<file path="src/rtl/nn_pkg.sv">
// Shared types for the network output path: activation type, argmax FSM
// encoding and the address-width helper used to size RAM address ports.
package nn_pkg;

  localparam int ACT_W = 8;

  typedef logic signed [ACT_W-1:0] act_t;

  typedef enum logic [1:0] {
    IDLE = 2'd0,
    SCAN = 2'd1,
    HOLD = 2'd2
  } argmax_state_e;

  // A single-entry RAM still needs a one-bit address port.
  function automatic int addr_w(input int n);
    return (n > 1) ? $clog2(n) : 1;
  endfunction

endpackage

</file>
<file path="src/rtl/output_argmax.sv">
// Scans the network output RAM after completion and reports the argmax class.
// Optional macro OUTPUT_ARGMAX_THRESH_EN adds a reject flag against a threshold.
module output_argmax
  import nn_pkg::*;
#(
  parameter int N_OUT  = 4,
  parameter int DATA_W = 8,
  parameter int ADDR_W = addr_w(N_OUT)
) (
  input  logic                     clk,
  input  logic                     rst,
  input  logic                     start,
  output logic                     trig_r,
  output logic [ADDR_W-1:0]        abus_r,
  input  logic signed [DATA_W-1:0] dbus_r,
  output logic                     res_valid,
  input  logic                     res_ready,
  output logic [ADDR_W-1:0]        res_class,
  output logic signed [DATA_W-1:0] res_value,
  output logic                     busy
`ifdef OUTPUT_ARGMAX_THRESH_EN
  ,
  input  logic signed [DATA_W-1:0] thresh,
  output logic                     res_reject
`endif
);

  localparam logic [1:0] ST_IDLE = IDLE;
  localparam logic [1:0] ST_SCAN = SCAN;
  localparam logic [1:0] ST_HOLD = HOLD;
  localparam logic [ADDR_W-1:0] LAST_ADDR = ADDR_W'(N_OUT - 1);

  logic [1:0]               state_q, state_d;
  logic                     start_prev_q, start_prev_d;
  logic                     trig_q, trig_d;
  logic [ADDR_W-1:0]        abus_q, abus_d;
  logic                     cap_vld_q, cap_vld_d;
  logic [ADDR_W-1:0]        cap_idx_q, cap_idx_d;
  logic signed [DATA_W-1:0] data_q, data_d;
  logic signed [DATA_W-1:0] max_val_q, max_val_d;
  logic [ADDR_W-1:0]        max_idx_q, max_idx_d;
  logic                     res_valid_q, res_valid_d;
  logic                     take;
  logic signed [DATA_W-1:0] final_val;
`ifdef OUTPUT_ARGMAX_THRESH_EN
  logic signed [DATA_W-1:0] thresh_q, thresh_d;
  logic                     reject_q, reject_d;
`endif

  // Read data is registered one cycle before the compare, which is where the
  // extra cycle of latency beyond the N_OUT reads comes from.
  assign take      = cap_vld_q && ((cap_idx_q == '0) || (data_q > max_val_q));
  assign final_val = take ? data_q : max_val_q;

  always_comb begin
    state_d      = state_q;
    start_prev_d = start;
    trig_d       = trig_q;
    abus_d       = abus_q;
    cap_vld_d    = trig_q;
    cap_idx_d    = abus_q;
    data_d       = trig_q ? dbus_r : data_q;
    max_val_d    = max_val_q;
    max_idx_d    = max_idx_q;
    res_valid_d  = res_valid_q;
`ifdef OUTPUT_ARGMAX_THRESH_EN
    thresh_d     = thresh_q;
    reject_d     = reject_q;
`endif
    case (state_q)
      ST_IDLE: begin
        if (start && !start_prev_q) begin
          state_d = ST_SCAN;
          trig_d  = 1'b1;
          abus_d  = '0;
`ifdef OUTPUT_ARGMAX_THRESH_EN
          thresh_d = thresh;
`endif
        end
      end
      ST_SCAN: begin
        if (trig_q) begin
          if (abus_q == LAST_ADDR) begin
            trig_d = 1'b0;
            abus_d = '0;
          end else begin
            abus_d = abus_q + ADDR_W'(1);
          end
        end
        if (take) begin
          max_val_d = data_q;
          max_idx_d = cap_idx_q;
        end
        if (cap_vld_q && (cap_idx_q == LAST_ADDR)) begin
          state_d     = ST_HOLD;
          res_valid_d = 1'b1;
`ifdef OUTPUT_ARGMAX_THRESH_EN
          reject_d = (final_val < thresh_q);
`endif
        end
      end
      ST_HOLD: begin
        if (res_ready) begin
          state_d     = ST_IDLE;
          res_valid_d = 1'b0;
`ifdef OUTPUT_ARGMAX_THRESH_EN
          reject_d = 1'b0;
`endif
        end
      end
      default: state_d = ST_IDLE;
    endcase
  end

  always_ff @(posedge clk) begin
    if (rst) begin
      state_q      <= ST_IDLE;
      start_prev_q <= 1'b0;
      trig_q       <= 1'b0;
      abus_q       <= '0;
      cap_vld_q    <= 1'b0;
      cap_idx_q    <= '0;
      data_q       <= '0;
      max_val_q    <= '0;
      max_idx_q    <= '0;
      res_valid_q  <= 1'b0;
`ifdef OUTPUT_ARGMAX_THRESH_EN
      thresh_q     <= '0;
      reject_q     <= 1'b0;
`endif
    end else begin
      state_q      <= state_d;
      start_prev_q <= start_prev_d;
      trig_q       <= trig_d;
      abus_q       <= abus_d;
      cap_vld_q    <= cap_vld_d;
      cap_idx_q    <= cap_idx_d;
      data_q       <= data_d;
      max_val_q    <= max_val_d;
      max_idx_q    <= max_idx_d;
      res_valid_q  <= res_valid_d;
`ifdef OUTPUT_ARGMAX_THRESH_EN
      thresh_q     <= thresh_d;
      reject_q     <= reject_d;
`endif
    end
  end

  assign trig_r    = trig_q;
  assign abus_r    = abus_q;
  assign res_valid = res_valid_q;
  assign res_class = max_idx_q;
  assign res_value = max_val_q;
  assign busy      = (state_q == ST_SCAN);
`ifdef OUTPUT_ARGMAX_THRESH_EN
  assign res_reject = reject_q;
`endif

endmodule

</file>
<file path="config.mk">
export PLATFORM = sky130hd
export DESIGN_NAME = output_argmax
export DESIGN_NICKNAME = d
export VERILOG_FILES = /design/src/rtl/nn_pkg.sv /design/src/rtl/output_argmax.sv
export SDC_FILE = /design/constraint.sdc
export NUM_CORES = 1
export LEC_CHECK = 0
export ABC_AREA = 1
export BUFFER_PORTS_ARGS = -buffer_cell sky130_fd_sc_hd__buf_4
export CAP_MARGIN = 40
export CELL_PAD_IN_SITES_DETAIL_PLACEMENT = 1
export CELL_PAD_IN_SITES_GLOBAL_PLACEMENT = 1
export CORE_ASPECT_RATIO = 1.1
export CORE_UTILIZATION = 39
export DETAILED_ROUTE_END_ITERATION = 8
export HOLD_SLACK_MARGIN = 0.03
export PLACE_DENSITY = 0.77
export SLEW_MARGIN = 10
export SYNTH_ARGS = -nofsm -noshare
export SYNTH_HDL_FRONTEND = slang
export SYNTH_SLANG_ARGS = --single-unit
</file>
<file path="constraint.sdc">
create_clock -name clk -period 1.9 [get_ports clk]
set_input_delay 0.095 -clock clk [delete_from_list [all_inputs] [get_ports clk]]
set_output_delay 0.095 -clock clk [all_outputs]
set_load 0.01 [all_outputs]
</file>
==> results of run 1 <==
==> worst paths after layout <==
kind,endpoint,from
worst min-delay path,data_q[2],dbus_r[2]
worst max-delay path,res_class[1],res_value[7]
worst max register to register,res_class[1],res_value[7]
worst min register to register,cap_idx_q[1],abus_r[1]
==> kinds of logic (layout without fill, tap and decap cells) <==
family          after synthesis  after routing  synth area share [%]
compound gates               38             38                 17.38
fa+ha+maj                     9              9                 8.189
buf+inv                      39             75                 12.65
flops                        28             28                 40.76
simple gates                 63             63                 21.02
==> cells in the final DEF, fill, tap and decap left out, drive strengths merged <==
cell and count:
buf 35, inv 31, dfxtp 28, nand2 26
a21oi 25, nor2 20, nand3 13, o21ai 10
ha 9, dlygate4sd3 4, clkbuf 4, o31ai 2
nand4 1, nor4 1, nor3 1, nand3b 1
o211ai 1, bufinv 1
==> sequential cells by signal, summed over array words and instances (netlist names) <==
signal	cells
trig_r	1
abus_r	2
res_class	2
res_value	8
data_q	8
cap_idx_q	2
state_q	2
res_valid	1
cap_vld_q	1
start_prev_q	1
==> repair_timing <==
action / in CTS / in global routing
buffers inserted: 0 / 6
hold buffers: 4 / 0
setup endpoints to repair: 0 / 10
gates resized for setup: 0 / 15
hold endpoints to repair: 8 / 0
==> routing by layer <==
metal | part of all wire (%) | GRT usage, % | routed length [um]
met5 | 0 | 0 | 0
met4 | 1.0 | 6.250 | 37
met3 | 2.3 | 2.024 | 83
met2 | 56 | 38.22 | 1981
met1 | 41 | 21.11 | 1459
==> metrics by stage <==
stage               instances  setup WS, ps
floorplan                 177         280.3
global placement          246         187.5
detailed placement        246         57.66
CTS                       254         25.10
global route              261        0.7143
finish                    261         155.3
==> power groups by stage <==
stage          Clock [mW]  Combinational (mW)  Sequential, mW
5_1_grt             0.422               0.402           0.662
3_5_place_dp            0               0.310           0.667
2_1_floorplan           0               0.210           0.666
4_1_cts             0.401               0.319           0.654
3_3_place_gp            0               0.289           0.664
6_report            0.399               0.357           0.657
==> layout make-up <==
cell class / count / area, sq um
Sequential cell: 28 / 569.3
Timing Repair Buffer: 40 / 340.3
Inverter: 31 / 116.4
Tap cell: 48 / 60.06
Fill cell: 434 / 1515
Clock inverter: 1 / 30.03
Clock buffer: 3 / 22.52
Multi-Input combinational cell: 110 / 704.4
==> tightest hold or removal path: stages <==
cell     delay [ps]
buf_4            70
o21ai_0          70
a21oi_1         100
==> metrics, run 1 <==
final net count 235; die area 3767 sq um; drt first-iter violations 33; combinational power share 25.2%; Worst-Margin Slew 559.6 ps; Final Setup Violations 0; IO buf count 26; Design Area, Final 1843 sq um; Routed WL per cell 13.64 um; Post-synth ARST share 0%; sequential share of power 46.5%; post-synthesis cell count 177; Synth Flop Type dfxtp_1; Crit path depth 12; hold path cells 3; final core utilization 54.88%; Synth cell types 24; Worst path max stage delay 370 ps; syn nets 198; maximum root-to-sink buffer count 2; P_int 0.9994 mW; synth warn 0; # H-tree levels 1; cell taking the most area after synthesis dfxtp_1; Max VDD drop 0.3989 mV; status finished, final reports clean; WP data arrival 2000 ps; Power Density 766.5 nW/um^2; Initial Utilization 40.95%; Antenna Nets Post-Route 0; endpoints failing hold 0; top cells by count, synth 28 x dfxtp_1, 28 x inv_1, 25 x nand2_1, 17 x nor2_1, 14 x a21oi_1; drt drc 0; reg2reg path depth 12; Clk Latency, worst-skew pair 340 ps; ordered cell list for the critical path inv_1 > ha_4 > nand2_2 > nor2_1 > nor2_2 > nand2_1 > nand2_1 > nand3_2 > nand2_4 > clkbuf_16 > a21oi_2 > nor2_1; EDFF count, synth 0; Final Slew Violations 0; DRT Pass-1 Iters 4; slowest CP cell dfxtp_2; antenna violations before repair 0; synthesized area per cell 7.769 sq um; Vias/cell 4.897; Seq/Total Area, Yosys 40.76%; vias in the first global route 1323; Tot Pwr 1.413 mW; die height 64.28 um; core area 3358 sq um; number of max-cap violations 0; diode count 0; clock slew at reported path FFs 160 ps; CTS tree done; skew final 7.361 ps; Area Growth Syn to Fin 34.03%; share of the clock period used by the worst path 91.83%; routed wire length 3.561 mm; leakage 0.8179 nW; total clock buffers created by CTS 3; RSZ-0062 raised after global routing no; CTS Root Cell clkbuf_4; DP HPWL 2.483 mm; Setup TNS 0 ps; Rel. slew slack 62.65%; top cell type's share of synthesized area 40.76%; Critical Path Sink Type flop; first-pass GRT wire length 5.651 mm; Max FO, Critical Path 10; largest net degree at the start of global routing 21; Req. time, crit path 2160 ps; row count 22; I/O pin count 27; critical path startpoint category flop; clock network power share 28.2%; clock sinks 28; Setup CP Type reg -> reg; Peak Freq 573.2 MHz; DP Area 1608 sq um; Buf+Inv Stages, Crit Path 2; CP top delay family simple AND/OR/NAND/NOR gates; Chip Width 58.62 um; FF-to-FF setup slack 160 ps; Hold/Removal Path Class in -> reg; share of cells above drive strength 1 34.74%; sw frac 29.25%; Net Switching 0.4132 mW; gp weighted congestion 0.7303; synthesized area 1375 sq um; post-route minimum period 1745 ps; top post-synthesis cells by area dfxtp_1 41%, ha_1 8.2%, inv_1 7.6%; Yosys reg bits 28; Total GRT Usage 19.50%; hold slack 34.18 ps; gr ovfl total 0; via count 1278
Power figures use the tool's default switching activity.
==> run 2: changes to the inputs <==
==> constraint.sdc (replaced) <==
create_clock -name clk -period 2 [get_ports clk]
set_input_delay 0.1 -clock clk [delete_from_list [all_inputs] [get_ports clk]]
set_output_delay 0.1 -clock clk [all_outputs]
set_load 0.01 [all_outputs]
==> run 2 against run 1 <==
Combinational power decreased by 19%. Worst hold slack better by 9.1 ps. Wire length fell by 14%. Cell area fell by 8.4%. Largest cell class unchanged. Flip-flop and latch count unchanged. Largest power group unchanged. Sequential share of layout area increased by 2.5 points.
==> metrics, run 2 (same netlist as run 1, synthesis figures left out) <==
status finished, final reports clean (unchanged); Final Setup Violations 0 (unchanged); Chip Width 58.62 um (unchanged); I/O pin count 27 (unchanged); Setup CP Type reg -> reg (unchanged); WP data arrival 2080 ps (was 2000 ps); slowest CP cell dfxtp_1 (was dfxtp_2); hold slack 43.30 ps (was 34.18 ps); Initial Utilization 40.95% (unchanged); Max FO, Critical Path 8 (was 10); share of cells above drive strength 1 27.18% (was 34.74%); row count 22 (unchanged); Clk Latency, worst-skew pair 330 ps (was 340 ps); Critical Path Sink Type flop (unchanged); total clock buffers created by CTS 3 (unchanged); gp weighted congestion 0.7348 (was 0.7303); Req. time, crit path 2250 ps (was 2160 ps); endpoints failing hold 0 (unchanged); Peak Freq 547.0 MHz (was 573.2 MHz); commonest non-fill, non-tap cell in the layout buf_4 (unchanged); number of max-cap violations 0 (unchanged); Routed WL per cell 12.10 um (was 13.64 um); routed wire length 3.074 mm (was 3.561 mm); maximum root-to-sink buffer count 2 (unchanged); CP dominant cell by count nand2_1; RSZ-0062 raised after global routing no (unchanged); clock sinks 28 (unchanged); CP top delay family simple AND/OR/NAND/NOR gates (unchanged); leakage 0.7477 nW (was 0.8179 nW); Worst path max stage delay 410 ps (was 370 ps); most frequent cells in the layout 30 x buf_4, 28 x inv_1, 26 x dfxtp_1 (was 34 x buf_4, 28 x inv_1, 23 x nand2_1); largest net degree at the start of global routing 21 (unchanged); DP Area 1603 sq um (was 1608 sq um); Area Growth Syn to Fin 22.75% (was 34.03%); Fillers 444 (was 434); critical path startpoint category flop (unchanged); drt drc 0 (unchanged); skew final 2.407 ps (was 7.361 ps); Setup TNS 0 ps (unchanged); Final Slew Violations 0 (unchanged); post-route minimum period 1828 ps (was 1745 ps); core area 3358 sq um (unchanged); # H-tree levels 1 (unchanged); vias in the first global route 1276 (was 1323); antenna violations before repair 0 (unchanged); Design Area, Final 1688 sq um (was 1843 sq um); Max VDD drop 0.3752 mV (was 0.3989 mV); CTS Root Cell clkbuf_4 (unchanged); Setup Fix Bufs, Post-CTS 0 (unchanged); final net count 228 (was 235); Worst-Margin Slew 578.8 ps (was 559.6 ps); FF-to-FF setup slack 170 ps (was 160 ps); first-pass GRT wire length 5.347 mm (was 5.651 mm); gr ovfl total 0 (unchanged); drt first-iter violations 9 (was 33); DRT Pass-1 Iters 3 (was 4); DP HPWL 2.353 mm (was 2.483 mm); Total GRT Usage 18.63% (was 19.50%); Tot Pwr 1.287 mW (was 1.413 mW); via count 1215 (was 1278); IO buf count 26 (unchanged); Power Density 762.6 nW/um^2 (was 766.5 nW/um^2); final core utilization 50.26% (was 54.88%); clock slew at reported path FFs 160 ps (about the same); Buf+Inv Stages, Crit Path 2 (unchanged); Rel. slew slack 61.37% (was 62.65%); die area 3767 sq um (unchanged); Vias/cell 4.783 (was 4.897); share of the clock period used by the worst path 91.41% (was 91.83%); Hold/Removal Path Class in -> reg (unchanged); ordered cell list for the critical path inv_1 > ha_1 > nand2_1 > nand2_1 > nand2_1 > nand2_1 > nand2_1 > nand2_1 > nand2_1 > nand3_2 > nand2_2 > buf_4 > nand3_1 > nand2_1 > nor2_1 (was inv_1 > ha_4 > nand2_2 > nor2_1 > nor2_2 > nand2_1 > nand2_1 > nand3_2 > nand2_4 > clkbuf_16 > a21oi_2 > nor2_1); CTS tree done (unchanged); diode count 0 (unchanged); die height 64.28 um (unchanged); Antenna Nets Post-Route 0 (unchanged)
-- run 2: what timing repair did --
action,CTS,global route
setup endpoints to repair,0,3
endpoints found under the hold margin,8,0
gates resized for setup,0,2
hold buffers,3,0
-- run 2: area by class of cell --
type	count	area [sq um]	share of cell area [%]
Multi-Input combinational cell	110	640.6	37.95
Inverter	31	116.4	6.894
Timing Repair Buffer	33	255.2	15.12
Sequential cell	28	563.0	33.36
Clock inverter	1	30.03	1.779
Clock buffer	3	22.52	1.334
Tap cell	48	60.06	3.558
-- run 2: worst paths after layout --
| path | from | endpoint | cells past startpoint |
|---|---|---|---|
| setup / recovery | res_value[1] | res_value[0] | 15 |
| hold / removal | dbus_r[4] | data_q[4] | 3 |
| setup reg to reg | res_value[1] | res_value[0] | 15 |
| hold reg to reg | res_valid | res_valid | 2 |
-- run 2: where the power goes --
group,switching [mW],internal (mW),total (mW),leakage (nW)
registers,0.0250,0.595,0.620,0.229
logic,0.167,0.123,0.289,0.490
clock network,0.175,0.203,0.378,0.0279
total,0.366,0.921,1.29,0.748
-- run 2: through the flow --
| step | setup WS [ps] | cells |
|---|---|---|
| after global placement | 279.9 | 247 |
| final | 171.9 | 254 |
| after detailed placement | 189.9 | 247 |
| after CTS | 154.0 | 254 |
| after floorplan | 380.3 | 177 |
| after global routing | 0.8968 | 254 |
-- run 2: worst min-delay path: cells and delay by family --
kind	cells	cell delay (ps)
buf+inv	1	70
compound gates	2	180
-- run 2: metal layers --
layer	wire (um)	global-route usage, %	share of wire [%]	up-vias
met3	64	2.429	2.1	4
li1	-	-	-	624
met1	1313	20.38	43	571
met2	1668	35.78	54	16
met4	27	6.250	0.88	0
met5	0	0	0	-
==> run 3: changes to the inputs <==
--- a/config.mk
+++ b/config.mk
@@ -10,7 +10,7 @@
 export CAP_MARGIN = 40
 export CELL_PAD_IN_SITES_DETAIL_PLACEMENT = 1
 export CELL_PAD_IN_SITES_GLOBAL_PLACEMENT = 1
-export CORE_ASPECT_RATIO = 1.1
+export CORE_ASPECT_RATIO = 1.5
 export CORE_UTILIZATION = 39
 export DETAILED_ROUTE_END_ITERATION = 8
 export HOLD_SLACK_MARGIN = 0.03
==> run 3 against run 2 <==
Wire length fell by 5.2%. Highest routed layer unchanged. Largest power group unchanged. Clock skew fell by 0.67 ps. First-iteration DRC count rose by 44%.
==> metrics, run 3 (same netlist as run 1, synthesis figures left out) <==
most frequent cells in the layout 28 x inv_1, 28 x dfxtp_1, 27 x buf_4 (was 30 x buf_4, 28 x inv_1, 26 x dfxtp_1); row count 26 (was 22); clock sinks 28 (unchanged); area taken by multi-input logic gates 654.4 sq um (was 640.6 sq um); IO buf count 26 (unchanged); Fillers 438 (was 444); gp weighted congestion 0.7181 (was 0.7348); leakage 0.7167 nW (was 0.7477 nW); Critical Path Sink Type flop (unchanged); Peak Freq 542.1 MHz (was 547.0 MHz); skew final 1.732 ps (was 2.407 ps); post-route minimum period 1845 ps (was 1828 ps); Rel. slew slack 63.38% (was 61.37%); clock slew at reported path FFs 90 ps (was 160 ps); Initial Utilization 40.64% (was 40.95%); drt first-iter violations 13 (was 9); Area Growth Syn to Fin 18.38% (was 22.75%); WP data arrival 2020 ps (was 2080 ps); CTS tree done (unchanged); post-route setup slack 155.4 ps (was 171.9 ps); total clock buffers created by CTS 3 (unchanged); Final Setup Violations 0 (unchanged); Routed WL per cell 12.09 um (was 12.10 um); final core utilization 48.11% (was 50.26%); Req. time, crit path 2170 ps (was 2250 ps); endpoints failing hold 0 (unchanged); Worst-Margin Slew 548.7 ps (was 578.8 ps); Hold/Removal Path Class in -> reg (unchanged); largest net degree at the start of global routing 21 (unchanged); DRT Pass-1 Iters 3 (unchanged); I/O pin count 27 (unchanged); Vias/cell 5.017 (was 4.783); RSZ-0062 raised after global routing no (unchanged); Max VDD drop 0.3886 mV (was 0.3752 mV); status finished, final reports clean (unchanged); DP Area 1573 sq um (was 1603 sq um); share of cells above drive strength 1 25.13% (was 27.18%); maximum root-to-sink buffer count 2 (unchanged); final net count 222 (was 228); Setup Fix Bufs, Post-CTS 0 (unchanged); # H-tree levels 1 (unchanged); Setup CP Type reg -> reg (unchanged); Chip Width 50.48 um (was 58.62 um); number of max-cap violations 0 (unchanged); DP HPWL 2.347 mm (was 2.353 mm); Total GRT Usage 17.28% (was 18.63%); antenna violations before repair 0 (unchanged); routed wire length 2.914 mm (was 3.074 mm); gr ovfl total 0 (unchanged); Final Slew Violations 0 (unchanged); critical path startpoint category flop (unchanged); Max FO, Critical Path 20 (was 8); first-pass GRT wire length 4.968 mm (was 5.347 mm); Antenna Nets Post-Route 0 (unchanged); die height 74.73 um (was 64.28 um); diode count 0 (unchanged); drt drc 0 (unchanged); CTS Root Cell clkbuf_8 (was clkbuf_4); via count 1209 (was 1215); Power Density 743.2 nW/um^2 (was 762.6 nW/um^2); die area 3772 sq um (was 3767 sq um); worst slack, placed -35.87 ps (was 189.9 ps); vias in the first global route 1238 (was 1276); Design Area, Final 1628 sq um (was 1688 sq um); register area 560.5 sq um (was 563.0 sq um); core area 3383 sq um (was 3358 sq um); Clk Latency, worst-skew pair 270 ps (was 330 ps); share of the clock period used by the worst path 92.23% (was 91.41%); Tot Pwr 1.210 mW (was 1.287 mW)
## run 3: layout make-up
class	count	area share, %
clock buffers	3	2.537
repair buffers	27	12.45
well taps	42	3.228
flip-flops and latches	28	34.44
inverters	31	7.148
multi-input cells	110	40.20
## run 3: report_power, final
part | switching, mW | total [mW] | leakage [nW] | internal (mW)
Combinational | 0.175 | 0.291 | 0.467 | 0.116
Clock | 0.164 | 0.299 | 0.0216 | 0.135
Sequential | 0.0257 | 0.620 | 0.228 | 0.594
## run 3: routing by layer
layer  vias up  wire length (um)  track usage (%)
met4         0                53            7.407
li1        609                 -                -
met2        17              1735            35.70
met3         5                56            1.818
met1       578              1069            16.85
met5         -                 0                0
## run 3: final timing paths
kind	startpoint	cells past startpoint	slack, ps	endpoint
min	start	3	50	start_prev_q
max	res_value[3]	12	160	res_value[1]
min reg2reg	abus_r[1]	2	470	cap_idx_q[1]
max reg2reg	res_value[3]	12	160	res_value[1]
## run 3: critical path, stage by stage, from the launching register on
cell	delay [ps]
dfxtp_1	380
inv_1	60
ha_1	310
a21oi_1	180
nand2_1	80
nand2_1	90
nand2_1	70
nand2_1	70
nand3_2	110
nand2_8	180
nand3_1	110
nand2_1	70
nor2_1	40
## run 3: what timing repair did
item                       in CTS  in global routing
hold buffers                    0                  0
resized for setup               1                  1
hold endpoints to repair        0                  0
setup endpoints to repair      10                 10
## run 3: metrics by stage
step                      cells  hold slack [ps]  setup TNS [ps]
final                       241            50.45               0
after global routing        241            66.52               0
after CTS                   241            50.48               0
after detailed placement    238            335.0          -105.7
after global placement      238            323.9               0
after floorplan             177            233.6               0
